**config.mk**
```make
export PLATFORM = sky130hd
export DESIGN_NAME = multicycle_control_unit
export DESIGN_NICKNAME = d
export VERILOG_FILES = /design/src/rtl/cu_pkg.sv /design/src/rtl/cu_field_decoder.sv /design/src/rtl/multicycle_control_unit.sv
export SDC_FILE = /design/constraint.sdc
export NUM_CORES = 1
export LEC_CHECK = 0
export BUFFER_PORTS_ARGS = -buffer_cell sky130_fd_sc_hd__buf_2
export CAP_MARGIN = 25
export CORE_MARGIN = 8
export CORE_UTILIZATION = 51
export DETAILED_ROUTE_END_ITERATION = 10
export HOLD_SLACK_MARGIN = 0.15
export PLACE_DENSITY = 0.9
export RECOVER_POWER = 100
export SETUP_SLACK_MARGIN = 0.2
export SKIP_CTS_REPAIR_TIMING = 1
export SYNTH_ARGS = -nofsm -noshare
export SYNTH_HDL_FRONTEND = slang
export SYNTH_SLANG_ARGS = --single-unit
```
**constraint.sdc**
```tcl
create_clock -name clk -period 4.5 [get_ports clk]
set_clock_uncertainty 0.1 [all_clocks]
set_input_delay 0.225 -clock clk [delete_from_list [all_inputs] [get_ports clk]]
set_output_delay 0.225 -clock clk [all_outputs]
set_load 0.01 [all_outputs]
```
**src/rtl/cu_pkg.sv**
```systemverilog
// Shared opcodes, FSM states, trap causes and the decoded-control payload for the multicycle control unit.
package cu_pkg;

    localparam logic [6:0] OP_LUI    = 7'b0110111;
    localparam logic [6:0] OP_AUIPC  = 7'b0010111;
    localparam logic [6:0] OP_JAL    = 7'b1101111;
    localparam logic [6:0] OP_JALR   = 7'b1100111;
    localparam logic [6:0] OP_BRANCH = 7'b1100011;
    localparam logic [6:0] OP_LOAD   = 7'b0000011;
    localparam logic [6:0] OP_STORE  = 7'b0100011;
    localparam logic [6:0] OP_IMM    = 7'b0010011;
    localparam logic [6:0] OP_OP     = 7'b0110011;

    localparam logic [31:0] NOP_INSTR = 32'h00000013;

    localparam logic [2:0] IMM_I = 3'b000;
    localparam logic [2:0] IMM_S = 3'b001;
    localparam logic [2:0] IMM_U = 3'b010;
    localparam logic [2:0] IMM_B = 3'b101;
    localparam logic [2:0] IMM_J = 3'b110;

    localparam logic [1:0] RU_ALU = 2'b00;
    localparam logic [1:0] RU_DM  = 2'b01;
    localparam logic [1:0] RU_PC4 = 2'b10;
    localparam logic [1:0] RU_MD  = 2'b11;

    typedef enum logic [2:0] {
        FETCH     = 3'd0,
        DECODE    = 3'd1,
        EXECUTE   = 3'd2,
        MEMORY    = 3'd3,
        WRITEBACK = 3'd4,
        MULDIV    = 3'd5,
        TRAP      = 3'd6
    } state_t;

    typedef enum logic [1:0] {
        CAUSE_NONE    = 2'b00,
        CAUSE_ILLEGAL = 2'b01,
        CAUSE_IM_TO   = 2'b10,
        CAUSE_DM_TO   = 2'b11
    } trap_cause_t;

    typedef struct packed {
        logic [3:0] alu_op;
        logic [2:0] imm_src;
        logic       alu_a_src;
        logic       alu_b_src;
        logic [2:0] dm_ctrl;
        logic [4:0] br_op;
        logic [1:0] ru_src;
        logic [2:0] md_op;
        logic       is_load;
        logic       is_store;
        logic       is_branch;
        logic       is_muldiv;
        logic       illegal;
    } ctrl_t;

endpackage

```
**src/rtl/cu_field_decoder.sv**
```systemverilog
// Combinational IR field decoder: datapath controls plus legality. MULDIV_EN makes OP with F7=0000001 legal.
import cu_pkg::*;

module cu_field_decoder (
    input  logic [6:0] opcode,
    input  logic [2:0] funct3,
    input  logic [6:0] funct7,
    output ctrl_t      ctrl
);

    logic op_legal;

    always_comb begin
        ctrl           = '0;
        op_legal       = 1'b0;
        ctrl.imm_src   = IMM_I;
        ctrl.alu_b_src = 1'b1;
        ctrl.dm_ctrl   = funct3;
        ctrl.br_op     = {~opcode[4] & opcode[2], opcode[6], funct3};
        case (opcode)
            OP_LUI: begin
                ctrl.imm_src = IMM_U;
                ctrl.alu_op  = 4'b0111;
            end
            OP_AUIPC: begin
                ctrl.imm_src   = IMM_U;
                ctrl.alu_a_src = 1'b1;
            end
            OP_JAL: begin
                ctrl.imm_src   = IMM_J;
                ctrl.alu_a_src = 1'b1;
                ctrl.ru_src    = RU_PC4;
            end
            OP_JALR: begin
                ctrl.ru_src  = RU_PC4;
                ctrl.illegal = (funct3 != 3'b000);
            end
            OP_BRANCH: begin
                ctrl.imm_src   = IMM_B;
                ctrl.alu_a_src = 1'b1;
                ctrl.is_branch = 1'b1;
                ctrl.illegal   = (funct3 inside {3'b010, 3'b011});
            end
            OP_LOAD: begin
                ctrl.is_load = 1'b1;
                ctrl.ru_src  = RU_DM;
                ctrl.illegal = !(funct3 inside {3'b000, 3'b001, 3'b010, 3'b100, 3'b101});
            end
            OP_STORE: begin
                ctrl.imm_src  = IMM_S;
                ctrl.is_store = 1'b1;
                ctrl.illegal  = (funct3 > 3'b010);
            end
            OP_IMM: begin
                // Shift-immediates carry the arithmetic/logical select in F7[5].
                if (funct3[1:0] == 2'b01) begin
                    ctrl.alu_op  = {funct7[5], funct3};
                    ctrl.illegal = (funct3 == 3'b001) ? (funct7 != 7'b0000000)
                                 : !(funct7 inside {7'b0000000, 7'b0100000});
                end else begin
                    ctrl.alu_op = {1'b0, funct3};
                end
            end
            OP_OP: begin
                ctrl.alu_b_src = 1'b0;
                ctrl.alu_op    = {funct7[5], funct3};
                op_legal       = (funct7 == 7'b0000000) ||
                                 ((funct7 == 7'b0100000) && (funct3 inside {3'b000, 3'b101}));
`ifdef MULDIV_EN
                ctrl.is_muldiv = (funct7 == 7'b0000001);
                if (ctrl.is_muldiv) begin
                    ctrl.ru_src = RU_MD;
                    ctrl.md_op  = funct3;
                end
                ctrl.illegal = !(op_legal || ctrl.is_muldiv);
`else
                ctrl.illegal = !op_legal;
`endif
            end
            default: ctrl.illegal = 1'b1;
        endcase
    end

endmodule

```
**src/rtl/multicycle_control_unit.sv**
```systemverilog
// Multicycle RV32I control FSM with IR, access timeout and trap handling. Optional mul/div via MULDIV_EN.
import cu_pkg::*;

module multicycle_control_unit #(
    parameter int unsigned TIMEOUT      = 16,
    parameter bit          ILLEGAL_HALT = 1'b1
) (
    input  logic        clk,
    input  logic        rst,
    input  logic [31:0] Instr,
    input  logic        IMAck,
    input  logic        DMAck,
    input  logic        BrTaken,
    input  logic        MDDone,
    output logic        IMReq,
    output logic        IRWr,
    output logic        PCWr,
    output logic        RUWr,
    output logic [3:0]  ALUOp,
    output logic [2:0]  ImmSrc,
    output logic        ALUASrc,
    output logic        ALUBSrc,
    output logic        DMRd,
    output logic        DMWr,
    output logic [2:0]  DMCtrl,
    output logic [4:0]  BrOp,
    output logic [1:0]  RUDataWrSrc,
    output logic        MDStart,
    output logic [2:0]  MDOp,
    output logic        Trap,
    output logic [1:0]  TrapCause,
    output logic [2:0]  State
);

    localparam int unsigned CNT_W = $clog2(TIMEOUT + 1);

    state_t            state, state_next;
    trap_cause_t       cause, cause_next;
    logic [31:0]       ir;
    logic [CNT_W-1:0]  cnt;
    logic              timeout;
    ctrl_t             ctrl;
    logic              unused_bits;

    cu_field_decoder u_dec (
        .opcode (ir[6:0]),
        .funct3 (ir[14:12]),
        .funct7 (ir[31:25]),
        .ctrl   (ctrl)
    );

    // The branch target choice is made in the datapath; operand fields feed the register file directly.
`ifdef MULDIV_EN
    assign unused_bits = ^{BrTaken, ir[24:15], ir[11:7]};
`else
    assign unused_bits = ^{BrTaken, MDDone, ir[24:15], ir[11:7]};
`endif

    assign timeout = (cnt == CNT_W'(TIMEOUT - 1));

    always_ff @(posedge clk) begin
        if (rst) begin
            state <= FETCH;
            cause <= CAUSE_NONE;
            ir    <= NOP_INSTR;
            cnt   <= '0;
        end else begin
            state <= state_next;
            cause <= cause_next;
            if (IRWr) begin
                ir <= Instr;
            end
            // Wait counter restarts on every state entry.
            if (state_next != state) begin
                cnt <= '0;
            end else if (state == FETCH || state == MEMORY) begin
                cnt <= cnt + CNT_W'(1);
            end
        end
    end

    always_comb begin
        state_next = state;
        cause_next = cause;
        IMReq      = 1'b0;
        IRWr       = 1'b0;
        PCWr       = 1'b0;
        RUWr       = 1'b0;
        DMRd       = 1'b0;
        DMWr       = 1'b0;
        MDStart    = 1'b0;
        case (state)
            FETCH: begin
                IMReq = 1'b1;
                if (IMAck) begin
                    IRWr       = 1'b1;
                    state_next = DECODE;
                end else if (timeout) begin
                    state_next = TRAP;
                    cause_next = CAUSE_IM_TO;
                end
            end
            DECODE: begin
                if (ctrl.illegal) begin
                    state_next = TRAP;
                    cause_next = CAUSE_ILLEGAL;
                end else begin
                    state_next = EXECUTE;
                end
            end
            EXECUTE: begin
                if (ctrl.is_load || ctrl.is_store) begin
                    state_next = MEMORY;
                end else if (ctrl.is_branch) begin
                    PCWr       = 1'b1;
                    state_next = FETCH;
                end else if (ctrl.is_muldiv) begin
                    MDStart    = 1'b1;
                    state_next = MULDIV;
                end else begin
                    state_next = WRITEBACK;
                end
            end
            MEMORY: begin
                DMRd = ctrl.is_load;
                DMWr = ctrl.is_store;
                if (DMAck) begin
                    if (ctrl.is_store) begin
                        PCWr       = 1'b1;
                        state_next = FETCH;
                    end else begin
                        state_next = WRITEBACK;
                    end
                end else if (timeout) begin
                    DMWr       = 1'b0;
                    state_next = TRAP;
                    cause_next = CAUSE_DM_TO;
                end
            end
            WRITEBACK: begin
                RUWr       = 1'b1;
                PCWr       = 1'b1;
                state_next = FETCH;
            end
            MULDIV: begin
`ifdef MULDIV_EN
                if (MDDone) begin
                    state_next = WRITEBACK;
                end
`else
                state_next = FETCH;
`endif
            end
            TRAP: begin
                // Non-halting mode skips the offending instruction.
                if (!ILLEGAL_HALT) begin
                    PCWr       = 1'b1;
                    state_next = FETCH;
                end
            end
            default: state_next = FETCH;
        endcase
        if (rst) begin
            IMReq   = 1'b0;
            IRWr    = 1'b0;
            PCWr    = 1'b0;
            RUWr    = 1'b0;
            DMRd    = 1'b0;
            DMWr    = 1'b0;
            MDStart = 1'b0;
        end
    end

    assign Trap        = (state == TRAP) && !rst;
    assign TrapCause   = cause;
    assign State       = state;
    assign ALUOp       = ctrl.alu_op;
    assign ImmSrc      = ctrl.imm_src;
    assign ALUASrc     = ctrl.alu_a_src;
    assign ALUBSrc     = ctrl.alu_b_src;
    assign DMCtrl      = ctrl.dm_ctrl;
    assign BrOp        = ctrl.br_op;
    assign RUDataWrSrc = ctrl.ru_src;
    assign MDOp        = ctrl.md_op;

endmodule

```
==> results of run 1 <==
state kept, by name, indices dropped and copies added, names as in the netlist:
signal and count:
cnt 5, TrapCause 2, State 3, ir 17
cells by family after synthesis:
family	share of synthesized area, %
AOI/OAI and AO/OA	21.9
xor gates and xnor gates	2.58
adders and majority gates	1.47
buffers and inverters	9.65
DFF	31.8
muxes	2.36
other	0.221
and+or+nand+nor	30.0
metrics by stage:
stage,instance area [um^2],cells
3_5_place_dp,1880,282
6_report,2030,304
2_1_floorplan,1710,209
4_1_cts,1910,286
5_1_grt,2030,304
3_3_place_gp,1880,282
final cells by class:
type,count,share of cell area [%]
clock buffers,3,1.11
clock inverters,1,0.246
inverters,3,0.555
multi-input cells,154,48.9
flip-flops and latches,27,26.6
well taps,46,2.83
repair buffers,70,19.8
synthesized netlist by cell type, types with 3 or more instances:
cell	instances
a211o_1	3
buf_2	8
mux2i_1	4
dfxtp_1	27
nand2b_1	5
o21ai_0	3
a22o_1	12
nor3_1	11
nand3_1	5
clkbuf_1	4
nand2_1	13
inv_1	3
nor2_1	27
nor2b_1	10
xor2_1	4
a21oi_1	8
buf_4	13
worst reg2reg max path, delay by kind of cell (launching register included):
kind             cells  cell delay (ns)
AO/OA/AOI/OAI        2             0.55
flip-flops           1             0.47
AND/OR/NAND/NOR      3             1.27
routing by layer:
layer	global-route usage (%)	vias up	share of wire, %
met4	6.21	0	1.8
li1	-	831	-
met2	24.0	60	49
met3	3.41	8	6.9
met1	16.3	764	42
met5	0	-	0
power by group:
part	switching [W]	internal (W)
combinational	0.0000963	0.0000831
sequential	0.0000416	0.000261
clock	0.0000704	0.0000333
total	0.000208	0.000378
worst max-delay path by stage:
stage             start            to  slack (ns)  depth (start not counted)
2_1_floorplan  State[1]          PCWr        2.72                          6
3_3_place_gp      ir[0]  TrapCause[1]        2.12                          5
3_5_place_dp      ir[0]  TrapCause[1]        2.12                          5
4_1_cts           ir[0]          PCWr        1.83                          5
5_1_grt           ir[0]          PCWr        1.64                          5
6_report          ir[0]          PCWr        1.81                          5
==> results.ini, run 1 <==
[yosys]
ys_ff_latch=27
syn_inst=206
ys_warn_count=0
synth_edf_count=0
syn_area_per_cell_um2=8.25
synth.top_cell.area_share_pct=31.8
synth_area_mm2=0.00170
async_flop_share_pct=0
yosysTopAreaCell=dfxtp_1
synthFlopType=dfxtp_1
yosysSeqAreaShare_pct=31.8
yosys-top-cells-area=dfxtp_1 (32%), a22o_1 (6.2%), nor2_1 (6.0%)
synth.distinct_cells=58

[setup_path]
r2r-start=ir[0]
worst_setup_path_end_kind=primary output
startpoint_type=flop
cp_data_arrival_time_ns=2.36
critPathTopFamily=simple AND/OR/NAND/NOR gates
r2r_setup_slack_ns=2.02
crit_buf_inv=1
required_ns=4.18
crit_path_cell_trace=nor4bb_1 > a31oi_1 > o22a_1 > nor2_1 > clkbuf_1
r2r-end=TrapCause[1]
worstRegToRegCells=5
path_class=reg2out
cp_slowest_stage_delay_ns=0.92
worstPathMaxFanout=7
crit_slowest_cell=nor4bb_1

[sta]
fmax_mhz=372
setup_viol=0
hold_violations=0
hold_slack_ns=0.177
worst_pin_slew_ns=1.04
slew-limit-headroom_pct=30.0
layout_min_cycle_time_ns=2.69
rsz0062_at_grt=false
finalMaxSlewViolations=0
layout_setup_ws_ns=1.81
timing.final.crit_share_pct=59.8
setup_tns_ns=0

[clocking]
insertion_delay_ns=0.32
cts.clk_slew.worst_paths_ns=0.14
h-tree-depth=1
cts_tree=built
cts_sinks=27
cts_buffers=3
cts_buffer_depth=2
cts-root-buf=clkbuf_4

[finish]
nNetsFinal=299
multi_input_area_um2=992
layout_common_cells=clkbuf_1 (31), nor2_1 (28), dfxtp_1 (27), buf_2 (21), dlygate4sd3_1 (18)
regArea_um2=541
antenna_cells=0
final_core_util_pct=62.3
area_delta_synth_final_pct=19.5
drive_above_1_share_pct=13.2
fillCellCount=308
final_common_cell=clkbuf_1

[placed_design]
pre_cts_slack_ns=2.12
gp_congestion=0.823
dpl.hpwl_um=3030
numPortBuffers=51

[grt]
grt_usage_pct=14.2
antenna_found_initial=0
grt.overflow.total=0
grt_max_degree=18
grt_pass1_wl_um=6200
first_global_vias=1406

[min_path]
hold_class=in2reg
hold-path-cell-count=4
hp-start=DMAck
worstHoldEndpoint=State[1]

[floorplan]
boundaryPins=73
core_area_mm2=0.00326
die_x_um=73.7
rows=21
dieArea_mm2=0.00543
initial_core_util_pct=52.2
die-height_um=73.7

[run_status]
outcome=finished, final reports clean

[routing]
vias=1663
vias_per_cell=5.47
drt_iter0_drc=246
dr.pass1.iters=4
drc=0
ant_nets=0
wl_per_cell_um=14.5
wirelength_um=4390

[job]
drv_cap=0

[pwr]
p_total_w=0.000586
vdd_drop_max_v=0.000155
power_density_mw_per_mm2=288
p_leak_nw=0.834

Note: power is estimated with default switching activity, not from simulation.
==> inputs of run 2 (changes only) <==
- ABC_AREA: unset -> 1
- CORE_UTILIZATION: 51 -> 48
- PLACE_DENSITY: 0.9 -> 0.85
- clock period: 4.5 -> 2.52 ns (I/O delays scaled with it)
==> run 2 against run 1 <==
Net effect:
- sequential power is 79% higher
- setup slack worse by 1.5 ns
- wire length is 2.3% lower
- die area is 6.4% higher
- cell area is 3.2% higher
- first-iteration DRC count is 66% lower
- final cell count is 21% higher
- count of clock-buffer cells in the layout is 1 higher
- worst hold slack worse by 0.0082 ns
==> results.ini, run 2 <==
[finish]
final_common_cell=nand2_1
regMostFlops=ir
fillCellCount=349  ; +13%
final_cells=369  ; +21%
drive_above_1_share_pct=15.6  ; +2.4 points
largest_reg_flops=17  ; unchanged
antenna_cells=0  ; unchanged
area_delta_synth_final_pct=21.1
nNetsFinal=362  ; +21%
layout_common_cells=nand2_1 (49), nor2_1 (42), inv_1 (32), dfxtp_1 (27), buf_2 (27)

[min_path]
hold_class=in2reg
hp-start=DMAck
worstHoldEndpoint=TrapCause[1]
hold-path-cell-count=6  ; +2

[floorplan]
dieArea_mm2=0.00578  ; +6.4%
die_x_um=76.0  ; +3.1%
boundaryPins=73  ; unchanged
die-height_um=76.0  ; +3.1%
core_area_mm2=0.00355  ; +9.0%
initial_core_util_pct=48.7  ; -3.4 points
rows=22  ; +4.8%

[setup_path]
cp_data_arrival_time_ns=2.00  ; -0.36 ns
required_ns=2.29  ; -1.89 ns
worstRegToRegCells=10  ; +5
r2r-end=cnt[4]
worstPathMaxFanout=6  ; -1
r2r_setup_slack_ns=0.47  ; -1.55 ns
worst_setup_path_end_kind=primary output
critical_path.startpoint=ir[4]
path_class=reg2out
r2r-start=cnt[0]
startpoint_type=flop

[run_status]
outcome=finished, final reports clean

[routing]
vias=1788  ; +7.5%
wirelength_um=4290  ; -2.3%
vias_per_cell=4.85  ; -11%
dr.pass1.iters=4  ; unchanged
drc=0  ; unchanged
drt_iter0_drc=83  ; -66%
wl_per_cell_um=11.6  ; -20%
ant_nets=0  ; unchanged

[yosys]
synth.top_cell.area_share_pct=31.2  ; -0.58 points
synth_commonest_cells=nand2_1 (49), nor2_1 (38), inv_1 (30)
ys_ff_latch=27  ; unchanged
ys_warn_count=0  ; unchanged
syn_area_per_cell_um2=6.66  ; -19%
synth_edf_count=0  ; unchanged
async_flop_share_pct=0  ; unchanged
synth.most_common_cell=nand2_1
syn_inst=260  ; +26%
synth.distinct_cells=35  ; -40%
yosys-top-cells-area=dfxtp_1 (31%), nand2_1 (11%), nor2_1 (8.2%)
yosysTopAreaCell=dfxtp_1
synthFlopType=dfxtp_1
yosysSeqAreaShare_pct=31.2  ; -0.58 points
synth_area_mm2=0.00173  ; +1.8%

[sta]
hold_violations=0  ; unchanged
slew-limit-headroom_pct=62.0  ; +32 points
fmax_mhz=450
rsz0062_at_grt=false
setup_tns_ns=0  ; unchanged
worst_pin_slew_ns=0.570  ; -0.466 ns
layout_min_cycle_time_ns=2.22
finalMaxSlewViolations=0  ; unchanged
setup_viol=0  ; unchanged
timing.final.crit_share_pct=88.2

[pwr]
p_total_w=0.00125  ; +110%
vdd_drop_max_v=0.000297  ; +92%
p_leak_nw=0.979  ; +17%
power_density_mw_per_mm2=596  ; +110%

[grt]
first_global_vias=1600  ; +14%
grt_usage_pct=13.6  ; -0.60 points
grt_max_degree=22  ; +4
grt.overflow.total=0  ; unchanged
antenna_found_initial=0  ; unchanged
grt_pass1_wl_um=6820  ; +10%

[clocking]
cts_sinks=27  ; unchanged
cts_buffers=3  ; unchanged
cts.clk_slew.worst_paths_ns=0.14  ; about the same
cts-root-buf=clkbuf_4
cts_buffer_depth=2  ; unchanged
insertion_delay_ns=0.32  ; about the same
h-tree-depth=1  ; unchanged
cts_tree=built

[placed_design]
gp_congestion=0.856  ; +4.0%
numPortBuffers=51  ; unchanged
placedCellCount=346  ; +23%
dpl.hpwl_um=3320  ; +9.5%

[job]
drv_cap=0  ; unchanged

==> run 2: cells by family (layout without fill, tap and decap cells) <==
family	count (synthesis)	in the layout	synth area share [%]
AOI/OAI and AO/OA	36	36	11.6
xor gates and xnor gates	4	4	2.46
adders and majority gates	2	2	1.45
buffers and inverters	52	110	14.0
DFF	27	27	31.2
muxes	1	1	0.578
other	1	4	0.217
and+or+nand+nor	137	137	38.5
==> run 2: power breakdown <==
group / internal (W) / switching (W)
Combinational: 0.000185 / 0.000333
Sequential: 0.000488 / 0.0000546
Clock: 0.0000620 / 0.000126
==> run 2: how the worst max path moves through the flow <==
stage	to	depth (start not counted)
after floorplan	cnt[4]	10
after global placement	cnt[3]	10
after detailed placement	ir[30]	7
after CTS	IRWr	6
after global routing	PCWr	10
final	PCWr	10
==> run 2: critical path, stage by stage (launching register included) <==
cell and delay, ns:
dfxtp_1 0.41, inv_1 0.16, nand2_4 0.09, nor2_1 0.22
clkinv_2 0.13, nor2_1 0.16, inv_1 0.09, o21ai_0 0.13
o21ai_0 0.08, inv_1 0.08, buf_2 0.12
==> run 2: layout make-up <==
cell class	instances	area, um^2	share of cell area, %
well taps	48	60.1	2.87
flip-flops and latches	27	541	25.8
multi-input cells	184	915	43.6
inverters	36	139	6.63
repair buffers	70	415	19.8
clock buffers	4	26.3	1.25
==> run 2: layer usage <==
metal	vias up	GRT usage [%]	share of wire [%]
met5	-	0	0
met4	0	5.49	1.6
met3	6	3.89	5.2
met2	55	22.5	47
met1	793	15.9	46
li1	934	-	-
==> run 2: metrics by stage <==
step                      cell area, um^2  utilization (%)  worst slack, ns  hold WS, ns
after floorplan                      1740                -            0.756        0.129
final                                2100             59.0            0.298        0.169
after detailed placement             1950             55.0            0.494        0.219
after global placement               1950             55.0            0.608        0.214
after CTS                            1980             55.7            0.232       -0.120
after global routing                 2100             59.0            0.174        0.170
